$ cat config.mk
export PLATFORM = sky130hd
export DESIGN_NAME = pc_sequencer
export DESIGN_NICKNAME = d
export VERILOG_FILES = /design/src/rtl/pc_sequencer.sv
export SDC_FILE = /design/constraint.sdc
export NUM_CORES = 1
export LEC_CHECK = 0
export ABC_AREA = 0
export BUFFER_PORTS_ARGS = -buffer_cell sky130_fd_sc_hd__clkbuf_2
export CORE_AREA = 2 2 72 74
export DETAILED_ROUTE_END_ITERATION = 8
export DIE_AREA = 0 0 74 76
export PLACE_DENSITY = 0.71
export SYNTH_ARGS = -nofsm -noshare
export SYNTH_HDL_FRONTEND = slang
export SYNTH_SLANG_ARGS = --single-unit
$ cat constraint.sdc
create_clock -name clk -period 6 [get_ports clk]
set_input_delay 0 -clock clk [delete_from_list [all_inputs] [get_ports clk]]
set_output_delay 0 -clock clk [all_outputs]
set_load 0.02 [all_outputs]
$ cat src/rtl/pc_sequencer.sv
// Program counter / fetch sequencer with IDLE/RUN/HALT control in front of the branch-target LUT.
// Defining PC_CALL_STACK_EN adds a STACK_DEPTH-entry return-address stack for call_en/ret_en.
module pc_sequencer #(
    parameter int unsigned  D           = 12,
    parameter logic [D-1:0] DONE_ADDR   = {D{1'b1}},
    parameter int unsigned  STACK_DEPTH = 4,
    parameter int unsigned  CNT_W       = 16
) (
    input  logic             clk,
    input  logic             reset,
    input  logic             start,
    input  logic             stall,
    input  logic [5:0]       jmp_idx,
    input  logic             jump_en,
    input  logic             branch_en,
    input  logic             cond,
    input  logic             call_en,
    input  logic             ret_en,
    output logic [5:0]       lut_addr,
    input  logic [D-1:0]     lut_target,
    output logic [D-1:0]     pc,
    output logic             running,
    output logic             done,
    output logic [CNT_W-1:0] retired,
    output logic             stack_err
);

    typedef enum logic [1:0] {S_IDLE, S_RUN, S_HALT} state_t;

    state_t           state_q, state_d;
    logic [D-1:0]     pc_q, pc_d, pc_inc;
    logic [CNT_W-1:0] retired_q, retired_d;
    logic             stack_err_q, stack_err_d;
    logic             running_q, running_d;
    logic             done_q, done_d;
    logic             take, do_inc;
    logic             ret_sel, call_sel, ret_ok, push_ok;
    logic [D-1:0]     ret_pc;

    assign lut_addr  = jmp_idx;
    assign pc_inc    = pc_q + D'(1);
    assign take      = jump_en | call_en | (branch_en & cond);

    assign pc        = pc_q;
    assign running   = running_q;
    assign done      = done_q;
    assign retired   = retired_q;
    assign stack_err = stack_err_q;

`ifdef PC_CALL_STACK_EN
    localparam int unsigned SP_W  = $clog2(STACK_DEPTH + 1);
    localparam int unsigned IDX_W = (STACK_DEPTH > 1) ? $clog2(STACK_DEPTH) : 1;

    logic [D-1:0]     stack_q [STACK_DEPTH];
    logic [SP_W-1:0]  sp_q, sp_d, sp_dec;
    logic [IDX_W-1:0] push_idx, pop_idx;
    logic             stack_full, stack_empty, adv, push, pop;

    assign stack_full  = (sp_q == SP_W'(STACK_DEPTH));
    assign stack_empty = (sp_q == '0);
    assign sp_dec      = sp_q - SP_W'(1);
    assign push_idx    = sp_q[IDX_W-1:0];
    assign pop_idx     = sp_dec[IDX_W-1:0];

    assign ret_sel  = ret_en;
    assign call_sel = call_en;
    assign ret_ok   = !stack_empty;
    assign push_ok  = !stack_full;
    assign ret_pc   = stack_q[pop_idx];

    // A call that halts on DONE_ADDR never pushes; ret outranks call.
    assign adv  = (state_q == S_RUN) && !stall;
    assign pop  = adv && ret_en && !stack_empty;
    assign push = adv && !ret_en && call_en && (lut_target != DONE_ADDR) && !stack_full;

    always_comb begin
        sp_d = sp_q;
        if ((state_q != S_RUN) && start) begin
            sp_d = '0;
        end else if (push) begin
            sp_d = sp_q + SP_W'(1);
        end else if (pop) begin
            sp_d = sp_dec;
        end
    end

    always_ff @(posedge clk) begin
        if (reset) begin
            sp_q <= '0;
        end else begin
            sp_q <= sp_d;
            if (push) begin
                stack_q[push_idx] <= pc_inc;
            end
        end
    end
`else
    logic unused_ret;

    assign unused_ret = ret_en;
    assign ret_sel    = 1'b0;
    assign call_sel   = 1'b0;
    assign ret_ok     = 1'b0;
    assign push_ok    = 1'b1;
    assign ret_pc     = '0;
`endif

    always_comb begin
        state_d     = state_q;
        pc_d        = pc_q;
        retired_d   = retired_q;
        stack_err_d = stack_err_q;
        do_inc      = 1'b0;

        case (state_q)
            S_RUN: begin
                if (!stall) begin
                    if (retired_q != '1) begin
                        retired_d = retired_q + CNT_W'(1);
                    end
                    if (ret_sel) begin
                        if (ret_ok) begin
                            pc_d = ret_pc;
                        end else begin
                            stack_err_d = 1'b1;
                            do_inc      = 1'b1;
                        end
                    end else if (take) begin
                        if (lut_target == DONE_ADDR) begin
                            state_d = S_HALT;
                        end else begin
                            pc_d = lut_target;
                            if (call_sel && !push_ok) begin
                                stack_err_d = 1'b1;
                            end
                        end
                    end else begin
                        do_inc = 1'b1;
                    end
                    // Free-running into the sentinel address halts with pc parked on it.
                    if (do_inc) begin
                        pc_d = pc_inc;
                        if (pc_inc == DONE_ADDR) begin
                            state_d = S_HALT;
                        end
                    end
                end
            end
            S_IDLE, S_HALT: begin
                if (start) begin
                    state_d     = S_RUN;
                    pc_d        = '0;
                    retired_d   = '0;
                    stack_err_d = 1'b0;
                end
            end
            default: begin
                state_d = S_IDLE;
            end
        endcase

        running_d = (state_d == S_RUN);
        done_d    = (state_d == S_HALT);
    end

    always_ff @(posedge clk) begin
        if (reset) begin
            state_q     <= S_IDLE;
            pc_q        <= '0;
            retired_q   <= '0;
            stack_err_q <= 1'b0;
            running_q   <= 1'b0;
            done_q      <= 1'b0;
        end else begin
            state_q     <= state_d;
            pc_q        <= pc_d;
            retired_q   <= retired_d;
            stack_err_q <= stack_err_d;
            running_q   <= running_d;
            done_q      <= done_d;
        end
    end

endmodule

==> impl_metrics.env <==
export IMPL_status="finished, final reports clean"
export IMPL_track_usage_pct=16.28
export IMPL_cp_required_ps=6210
export IMPL_post_route_period_util_pct=44.69
export IMPL_met3_length_um=343
export IMPL_portBuffers=49
export IMPL_drt_wl_total_mm=4.654
export IMPL_yosys_warnings=0
export IMPL_power_total_uw=475.1
export IMPL_coreArea_um2=4912
export IMPL_numCtsBuffers=5
export IMPL_rsz0062_at_grt="no"
export IMPL_die_width_um=74
export IMPL_intPower_uw=354.5
export IMPL_via_count=1839
export IMPL_post_route_util_pct=44.83
export IMPL_highest_signal_layer="met4"
export IMPL_grt_max_degree=19
export IMPL_power_frac_seq_pct=46.8
export IMPL_avgViaCountPerCell=5.409
export IMPL_root_buffer="clkbuf_8"
export IMPL_remaining_drc_errors=0
export IMPL_ys_seq_area_share_pct=34.50
export IMPL_fp_dieH_um=76
export IMPL_die_area_um2=5624
export IMPL_synth_edf_count=0
export IMPL_design_area_um2=2202
export IMPL_setup_violations=0
export IMPL_drv_slew=0
export IMPL_cts_sinks=32
export IMPL_final_net_count=299
export IMPL_grt_pass1_vias=1538
export IMPL_hp_class="in -> out"
export IMPL_fin_tns_setup_ps=0
export IMPL_drv_cap=0
export IMPL_cts_tree="done"
export IMPL_avgSynthCellArea_um2=8.073
export IMPL_syn2layout_area_growth_pct=18.60
export IMPL_syn_nets=260
export IMPL_antennaDiodeCount=0
export IMPL_drt_iter0_markers=153
export IMPL_grt_pass1_wl_mm=7.286
export IMPL_wl_met2_mm=2.123
export IMPL_critPathKind="reg -> reg"
export IMPL_wl_met1_mm=2.166
export IMPL_p_per_area_nw_per_um2=215.8
export IMPL_path_buf_inv=0
export IMPL_grt_overflow=0
export IMPL_antenna_found_initial=0
export IMPL_worst_ir_drop_vdd_mv=0.1045
export IMPL_min_period_ps=2681
export IMPL_slew_headroom_pct=29.13
export IMPL_startpoint_type="flip-flop"
export IMPL_nFillCells=503
export IMPL_fmax_ghz=0.3730
export IMPL_crit_chain="and2b_1, or2b_2, a21oi_1, o211ai_1, or3_1, a21oi_1"
export IMPL_async_flop_share_pct=0
export IMPL_ctsResizeCount=0
export IMPL_crit_family="compound AO/OA/AOI/OAI gates"
export IMPL_finalHoldViolCount=0
export IMPL_leakage_nw=0.8423
export IMPL_critPathSlowestCell="a21oi_1"
export IMPL_drt_pass1_iter_count=4
export IMPL_whs_ps=0.006673
export IMPL_clkTransAtPathRegs_ps=70
export IMPL_p_switching_uw=120.6
export IMPL_crit_arrival_ps=2890
export IMPL_place_hpwl_mm=3.417
export IMPL_comb_power_share_pct=9.5
export IMPL_tightest_slew_ps=1061
export IMPL_gp_congestion=0.8532
export IMPL_hold_buffers=0
export IMPL_synthFlopType="dfxtp_1"
export IMPL_final_setup_skew_ps=6.388
export IMPL_crit_fanout=17
export IMPL_initial_core_util_pct=37.80
export IMPL_clk_latency_ps=290
export IMPL_clock_path_buffers=2
export IMPL_synth_cell_types=47
export IMPL_power_frac_clock_pct=43.7
export IMPL_synth_seq_cells=32
export IMPL_cp_common_cell="a21oi_1"
export IMPL_netlist_instances=230
export IMPL_post_cts_buffers=0
export IMPL_slowest_delay_ps=700
export IMPL_place_area_um2=2095
export IMPL_pin_count=64
export IMPL_drive_above_1_share_pct=23.70
export IMPL_swShare_pct=25.39
export IMPL_endpoint_kind="flip-flop"
export IMPL_wire_per_inst_um=13.69
export IMPL_htree_levels=2
export IMPL_synth_area_um2=1857
export IMPL_ant_nets=0
export IMPL_rows=26
-- worst reg2reg max path: stages (launching register included) --
cell and delay, ps:
dfxtp_1 670, and2b_1 210, or2b_2 320, a21oi_1 700, o211ai_1 230, or3_1 350
a21oi_1 130
-- final timing paths --
path	from	end	slack, ps	cells after the start
worst min register to register	retired[1]	retired[1]	510	2
worst max register to register	state_q[0]	retired[6]	3320	6
worst max-delay path	state_q[0]	retired[6]	3320	6
worst min-delay path	jmp_idx[4]	lut_addr[4]	0.007	0
-- power groups by stage --
stage                     Combinational (mW)  Sequential (mW)  Clock, mW
after floorplan                       0.0337            0.228          0
after global routing                  0.0499            0.223      0.221
after CTS                             0.0455            0.222      0.211
after detailed placement              0.0450            0.227          0
final                                 0.0452            0.223      0.207
after global placement                0.0447            0.227          0
-- metal layers --
| layer | GRT usage (%) | vias up |
|---|---|---|
| met4 | 4.182 | 0 |
| met2 | 25.80 | 62 |
| met3 | 5.026 | 7 |
| li1 | - | 910 |
| met1 | 21.32 | 860 |
| met5 | 0 | - |
-- synth_stat cells, types with 3 or more instances --
| master | n | share of area [%] |
|---|---|---|
| inv_1 | 6 | 1.2 |
| xor2_1 | 16 | 7.5 |
| a21oi_1 | 19 | 5.1 |
| buf_4 | 8 | 3.2 |
| o2111ai_1 | 15 | 7.1 |
| dfxtp_1 | 32 | 35 |
| nand2_1 | 26 | 5.3 |
| ha_1 | 3 | 2.0 |
| nor3_1 | 5 | 1.3 |
| o211ai_1 | 3 | 1.2 |
| o21ai_0 | 9 | 2.4 |
| xnor2_1 | 3 | 1.4 |
| or3_1 | 3 | 1.0 |
| nand4_1 | 4 | 1.3 |
| clkbuf_1 | 8 | 1.6 |
| and2_1 | 4 | 1.3 |
| and3_1 | 4 | 1.3 |
| nor2_1 | 18 | 3.6 |
| nand3_1 | 10 | 2.7 |
-- flip-flops by register name (all words and copies together), names as in the netlist --
name / count
retired: 16
pc: 12
state_q: 2
done: 1
running: 1
-- stage by stage --
step,worst slack (ps),std cells
3_3_place_gp,3366,332
5_1_grt,3144,340
3_5_place_dp,3343,332
2_1_floorplan,3847,230
4_1_cts,3327,340
6_report,3319,340
-- cell usage in the layout (no fill, tap or decap), types with 2 or more instances in the layout --
cell / count
ha_1: 3
dfxtp_1: 32
nand2b_1: 2
xor2_1: 16
a21oi_1: 19
or2_2: 2
and4_1: 2
and3_1: 4
nand2_1: 26
nor2_1: 18
inv_1: 6
nor3_1: 5
nor2b_1: 2
a31oi_1: 2
o21ai_0: 9
nand3_1: 10
xnor2_1: 3
and2_1: 4
clkbuf_2: 49
clkbuf_8: 5
a22oi_1: 2
nand4_1: 4
or3_1: 3
o2111ai_1: 15
o211ai_1: 3
-- final cells by class --
cell class	count	area [um^2]	area share (%)
Clock buffer	6	72.57	3.295
Clock inverter	2	35.03	1.591
Inverter	6	22.52	1.023
Multi-Input combinational cell	175	1099	49.89
Sequential cell	32	640.6	29.09
Tap cell	70	87.58	3.977
Timing Repair Buffer	49	245.2	11.14
-- kinds of logic (layout without fill, tap and decap cells) --
| kind of cell | after synthesis | count (layout) | share of synthesized area [%] |
|---|---|---|---|
| mux | 2 | 2 | 1.146 |
| buf+inv | 23 | 63 | 6.334 |
| compound gates | 59 | 59 | 21.43 |
| simple gates | 91 | 91 | 25.40 |
| other cells | 1 | 1 | 0.2020 |
| fa+ha+maj | 3 | 3 | 2.022 |
| flops | 32 | 32 | 34.50 |
| xor+xnor | 19 | 19 | 8.962 |
No activity file was read; power rests on OpenSTA's default activity.
